`src/rtl/captura_teclas_onehot.sv`:
```
// -----------------------------------------------------------------------------
// captura_teclas_onehot
//
// Input stage for the 7-input one-hot encoder. Seven raw push-buttons are
// synchronised, debounced as a single vector, and then checked so that only
// a single-key press reaches the encoder. Multi-key presses are flagged as an
// error instead.
//
// Ports
//   clk      in   1  system clock, rising edge
//   rst      in   1  synchronous active-high reset
//   btn      in   7  raw buttons, active-high, btn[6]=A ... btn[0]=G
//   clr      in   1  synchronous clear of sel
//   sel      out  7  registered one-hot selection for encoder inputs A..G
//   valid    out  1  one-cycle pulse when a new single-key press is accepted
//   pressed  out  1  high while the accepted key is still held
//   err      out  1  high while a multi-key condition is active
//   count    out  8  accepted-press counter, wraps 255 -> 0
// -----------------------------------------------------------------------------
module captura_teclas_onehot #(
    parameter int unsigned DEB_CYCLES = 16,
    parameter int unsigned CNT_W      = 16
) (
    input  logic       clk,
    input  logic       rst,
    input  logic [6:0] btn,
    input  logic       clr,
    output logic [6:0] sel,
    output logic       valid,
    output logic       pressed,
    output logic       err,
    output logic [7:0] count
);

    typedef enum logic [1:0] {
        IDLE  = 2'd0,
        PRESS = 2'd1,
        FAULT = 2'd2
    } state_e;

    localparam logic [CNT_W-1:0] CNT_LAST = CNT_W'(DEB_CYCLES - 1);

    // Synchroniser and debounce state
    logic [6:0]       s1_q, s_q;
    logic [6:0]       cand_q, cand_d;
    logic [CNT_W-1:0] cnt_q, cnt_d;
    logic [6:0]       deb_q, deb_d;

    // FSM state and registered outputs
    state_e           state_q, state_d;
    logic [6:0]       sel_q, sel_d;
    logic             valid_q, valid_d;
    logic [7:0]       count_q, count_d;

    logic             deb_zero, deb_onehot;

    // -------------------------------------------------------------------------
    // Debounce next-state. The counter runs while the synchronised sample
    // matches the candidate; any change restarts it. Once it saturates at
    // DEB_CYCLES-1 the candidate is copied to deb on every edge.
    // -------------------------------------------------------------------------
    always_comb begin
        // NOTE: every combinational output gets a default first so no path
        // leaves it unassigned and a latch is never inferred.
        cand_d = cand_q;
        cnt_d  = cnt_q;
        deb_d  = deb_q;
        if (s_q != cand_q) begin
            cand_d = s_q;
            cnt_d  = '0;
        end else if (cnt_q == CNT_LAST) begin
            deb_d  = cand_q;
        end else begin
            cnt_d  = cnt_q + CNT_W'(1);
        end
    end

    assign deb_zero   = (deb_q == 7'd0);
    // Exactly one bit set: non-zero and clearing the lowest set bit leaves 0.
    assign deb_onehot = !deb_zero && ((deb_q & (deb_q - 7'd1)) == 7'd0);

    // -------------------------------------------------------------------------
    // FSM state register plus all other sequential state
    // -------------------------------------------------------------------------
    always_ff @(posedge clk) begin
        // NOTE: sequential state uses non-blocking assignments so every flop
        // samples pre-edge values regardless of statement order.
        if (rst) begin
            s1_q    <= '0;
            s_q     <= '0;
            cand_q  <= '0;
            cnt_q   <= '0;
            deb_q   <= '0;
            state_q <= IDLE;
            sel_q   <= '0;
            valid_q <= 1'b0;
            count_q <= '0;
        end else begin
            s1_q    <= btn;
            s_q     <= s1_q;
            cand_q  <= cand_d;
            cnt_q   <= cnt_d;
            deb_q   <= deb_d;
            state_q <= state_d;
            sel_q   <= sel_d;
            valid_q <= valid_d;
            count_q <= count_d;
        end
    end

    // -------------------------------------------------------------------------
    // FSM next-state logic
    // -------------------------------------------------------------------------
    always_comb begin
        state_d = state_q;
        unique case (state_q)
            IDLE: begin
                if (deb_onehot)     state_d = PRESS;
                else if (!deb_zero) state_d = FAULT;
            end
            PRESS: begin
                // A key swap without passing through zero is treated as a
                // multi-key event, so the encoder never sees an unannounced
                // selection change.
                if (deb_zero)            state_d = IDLE;
                else if (deb_q != sel_q) state_d = FAULT;
            end
            FAULT: begin
                if (deb_zero)       state_d = IDLE;
            end
            default:                state_d = IDLE;
        endcase
    end

    // -------------------------------------------------------------------------
    // FSM output logic (registered next values)
    // -------------------------------------------------------------------------
    always_comb begin
        sel_d   = clr ? 7'd0 : sel_q;
        valid_d = 1'b0;
        count_d = count_q;
        // Acceptance overrides a coincident clr.
        if (state_q == IDLE && deb_onehot) begin
            sel_d   = deb_q;
            valid_d = 1'b1;
            count_d = count_q + 8'd1;
        end
    end

    assign sel     = sel_q;
    assign valid   = valid_q;
    assign count   = count_q;
    assign pressed = (state_q == PRESS);
    assign err     = (state_q == FAULT);

endmodule

```
`config.mk`:
```
export PLATFORM = sky130hd
export DESIGN_NAME = captura_teclas_onehot
export DESIGN_NICKNAME = d
export VERILOG_FILES = /design/src/rtl/captura_teclas_onehot.sv
export SDC_FILE = /design/constraint.sdc
export NUM_CORES = 1
export LEC_CHECK = 0
export CORE_ASPECT_RATIO = 1.25
export CORE_UTILIZATION = 35
export DETAILED_ROUTE_END_ITERATION = 8
export PLACE_DENSITY_LB_ADDON = 0.3
export SYNTH_ARGS = -nofsm -noshare
export SYNTH_HDL_FRONTEND = slang
export SYNTH_SLANG_ARGS = --single-unit
```
`constraint.sdc`:
```
create_clock -name clk -period 5.3 [get_ports clk]
set_input_delay 1.59 -clock clk [delete_from_list [all_inputs] [get_ports clk]]
set_output_delay 1.59 -clock clk [all_outputs]
set_load 0.005 [all_outputs]
```
After elaboration in Yosys (flattened, before gate mapping)
Index checks and enable logic that the tools add are counted.

Logic and storage cells: 41. Input port bits: 10. Register bits: 62. Output and inout port bits: 18.

Add/subtract/negate cells: 3. Equality and inequality tests: 8. Reduce and logical (&&, ||, !) cells: 10. Multiplexer cells: 9. Bitwise operators: 2.

Operator list (number): adder 16 x 1 -> 16 bit, second input constant (1); == test 16 x 4 -> 1 bit, second input constant (1); logical NOT 7 bit (2); 2-to-1 mux 7 bit (2); inequality test 7 bit (2); 2-to-1 mux 2 bit (5); adder 8 x 1 -> 8 bit, second input constant (1); bitwise AND 7 bit (1); subtractor 7 x 1 -> 7 bit, second input constant (1); one-hot mux 2 bit (3 select lines) (1); inequality test 3 x 1 -> 1 bit, second input constant (1); inequality test 3 bit, second input constant (1); AND reduction 3 bit (1); == test 2 x 1 -> 1 bit, second input constant (1); == test 2 bit, second input constant (1); logical AND 1 bit (2); logical NOT 2 bit (1); inequality test 2 x 1 -> 1 bit, second input constant (1); AND reduction 2 bit (1); nonzero test 2 bit (1); OR reduction 2 bit (1); logical NOT 1 bit (1); 2-to-1 mux 1 bit (1); inverter 1 bit (1).

Depth between registers and ports, before layout
Depth in word-level cells: 6. Depth in mapped cells: 8. Gate-level depth less buffers: 6.

Worst setup path before layout
No wires, ideal clock.

Path type: input port to flip-flop. Start: input port rst. End: register cnt_q[0]. Library setup time: 65 ps. Slack: 2841 ps. Stages: 4. Data required time: 5235 ps. Path buffers: 2. Arrival time: 2394 ps. Cells stage by stage: or3_1 -> clkbuf_1 -> clkbuf_1 -> nor2_1.

Word-level cells in the longest chain between the ends: 1.

Ends and longest elaborated chain: from (decl) (line 25) `input logic rst,`; OR reduction 2 bit (no line); to (signal assigned) (line 102) `cnt_q <= cnt_d;`; to (decl) (line 46) `logic [CNT_W-1:0] cnt_q, cnt_d;`.

Every way passes these cells. A chain may end at the register's enable or synchronous reset.

Final worst setup path
Start: register state_q[0]. End: output port pressed.

Word-level cells in the longest chain between the ends: 1.

Ends and longest elaborated chain: from (decl) (line 50) `state_e state_q, state_d;`; from (signal assigned) (line 104) `state_q <= state_d;`; == test 2 x 1 -> 1 bit (line 153) `assign pressed = (state_q == PRESS);`; to (decl) (line 30) `output logic pressed,`.

Every way passes these cells.

==> out/qor.csv <==
metric;value;unit
status;completed;
syn_nets;282;
Final Hold Violating Endpoints;0;
DRT Wirelength;4420;microns
Die Area;7680;sq um
Synth Flop Type;dfxtp_1;
Final Setup Violations;0;
P_leak;1.07;nW
DR vias;1858;
FMAX;330;MHz
clk sink count;62;
Resize count post-CTS;0;
initial detailed-routing violation count;133;
Residual DRC;0;
num ports;28;
share of the synthesized area in the top cell type;48.3;%
synth top area cells;dfxtp_1 48%, xnor2_1 6.5%, nor2b_1 6.3%;
antenna violations before repair;0;
GRT Util Overall;13.1;%
PortBufs;27;
via/cell ratio;4.76;
fraction of layout cells with a size suffix above 1;10.7;%
dpl cell area;2880;sq um
final instance area;3120;sq um
Clk Latency, worst-skew pair;0.34;ns
largest net degree at the start of global routing;51;
Mapped Area;2570;sq um
power density over cell area;315;nW/um^2
Setup Buffers After CTS;0;
first-pass GRT wire length;7760;microns
htree depth;3;
Worst-Margin Slew;0.955;ns
placed insts;374;
CP Class;flip-flop to primary output;
Yosys cell types;41;
Area Overhead vs Synth;21.4;%
Routed Antenna Nets;0;
Mapped Cells;270;
flops & latches, synth;62;
Worst Path Max Fanout;4;
Root Buffer;clkbuf_8;
Ant. Diodes;0;
Routability Congestion;0.736;
Congestion Overflow GR;0;
Async SR Flop Fraction;0;%
Critical Path End Type;primary output;
worst hold path class;flip-flop to flip-flop;
row count;34;
Die X-Extent;78.6;microns
FILL cells;716;
YS warnings;0;
worst clock skew;0.0124;ns
DR WL/cell;11.3;microns
Initial Utilization;36.6;%
hold path cells;1;
final non-filler cell total;390;
crit path DAT;1.44;ns
min-delay src;s1_q[5];
Slew Viols, Final;0;
Reg clk slew, reported paths;0.08;ns
post-synthesis sequential area ratio;48.3;%
Final HPWL DP;2910;microns
period utilisation layout;57.2;%
layout net count;307;
Relative slew margins;36.4;%
Synth Area per Inst;9.51;sq um
CTS Hold Buffers Added;0;
number of buffers created by CTS;9;
area leader, netlist;dfxtp_1;
final core area utilization;44.4;%
r2r worst-path depth;5;
Hold Path Sink;s_q[5];
vias in the first global route;1705;
Reg2Reg Capture Point;count[7];
CP required;3.71;ns
Final Power;0.983;mW
number of synthesized flops with an enable pin;0;
FF-to-FF setup slack;2.93;ns
TritonCTS clock tree;done;
Peak VDD IR;0.000168;V
type of origin of the critical path;flip-flop;
drt first pass iters;4;
die height;97.8;microns
Reg-to-Reg Start;deb_q[2];
crit path time final;3.03;ns
Setup TNS;0;ns
max cap viols;0;
RSZ-0062 raised after global routing;false;
Clock Path Buffers;2;
core area;7020;sq um
==> stage by stage <==
| stage | setup slack (ns) | hold WS (ns) |
|---|---|---|
| detailed placement | 1.97 | 0.420 |
| CTS | 2.24 | 0.436 |
| global placement | 1.99 | 0.417 |
| finish | 2.27 | 0.435 |
| floorplan | 2.84 | 0.414 |
| global route | 2.18 | 0.454 |
==> worst max-delay path, cell delays in order, from the launching register on <==
cell,delay (ns)
dfxtp_1,0.38
nor2b_1,0.20
clkdlybuf4s50_1,0.52
==> sequential cells by signal (all words and copies together), names as in the netlist <==
register / cells
s_q: 7
state_q: 2
cnt_q: 16
deb_q: 7
count: 8
s1_q: 7
valid: 1
cand_q: 7
sel: 7
==> report_power, final <==
group,switching [mW],internal [mW]
Sequential,0.00357,0.473
Combinational,0.0148,0.0144
Clock,0.187,0.290
Total,0.205,0.778
==> cell type report <==
cell class	instances	area (sq um)	share of cell area [%]
timing repair buffer	28	278	8.91
inverter	3	11.3	0.361
multi-input combinational	191	1240	39.8
clock buffer	11	151	4.86
tap	90	113	3.61
clock inverter	5	81.3	2.61
sequential	62	1240	39.8
==> placed cells by master, fill, tap and decap left out, types with 2 or more instances in the layout <==
cell,instances
nor3_1,6
inv_1,3
nand2b_1,2
a31o_2,4
xnor2_1,19
or3_1,3
or3b_1,3
a211oi_1,4
mux2i_1,9
nand2_1,19
nand4_1,8
or3b_2,4
and2_1,2
nor4_1,4
nand3_1,6
nor3b_1,3
a21oi_1,13
and3_1,2
o21ai_0,2
xor2_1,8
clkbuf_8,11
clkdlybuf4s50_1,27
nor2_1,29
nor2b_1,26
and4_1,2
ha_1,2
dfxtp_1,62
bufinv_16,2
==> cells in the mapped netlist, types with 4 or more instances <==
| library cell | n |
|---|---|
| nor2b_1 | 26 |
| a31o_2 | 4 |
| nand2_1 | 19 |
| mux2i_1 | 9 |
| xor2_1 | 8 |
| nor4_1 | 4 |
| clkbuf_1 | 6 |
| nand4_1 | 8 |
| a211oi_1 | 4 |
| nor2_1 | 29 |
| nor3_1 | 6 |
| or3b_2 | 4 |
| xnor2_1 | 19 |
| dfxtp_1 | 62 |
| a21oi_1 | 13 |
| nand3_1 | 6 |
==> how the worst max path moves through the flow <==
stage / startpoint / to / slack [ns] / cells after the start
floorplan: rst / cnt_q[0] / 2.84 / 4
global placement: rst / cnt_q[2] / 1.99 / 4
detailed placement: rst / cnt_q[2] / 1.97 / 4
CTS: state_q[0] / pressed / 2.24 / 2
global route: state_q[0] / pressed / 2.18 / 2
finish: state_q[0] / pressed / 2.27 / 2
==> cells by family after synthesis <==
logic type	synth area share [%]
multiplexers	3.95
flip-flops	48.3
buffers and inverters	3.31
adder cells (fa/ha/maj)	0.975
XOR/XNOR	9.21
AND/OR/NAND/NOR	26.5
AO/OA/AOI/OAI	7.75
==> routing by layer <==
| layer | wire [microns] | track usage, % | vias up |
|---|---|---|---|
| met2 | 2090 | 19.7 | 30 |
| met5 | 0 | 0 | - |
| met1 | 2080 | 15.7 | 847 |
| li1 | - | - | 974 |
| met4 | 97 | 8.69 | 0 |
| met3 | 155 | 4.49 | 7 |
No activity file was read; power rests on OpenSTA's default activity.
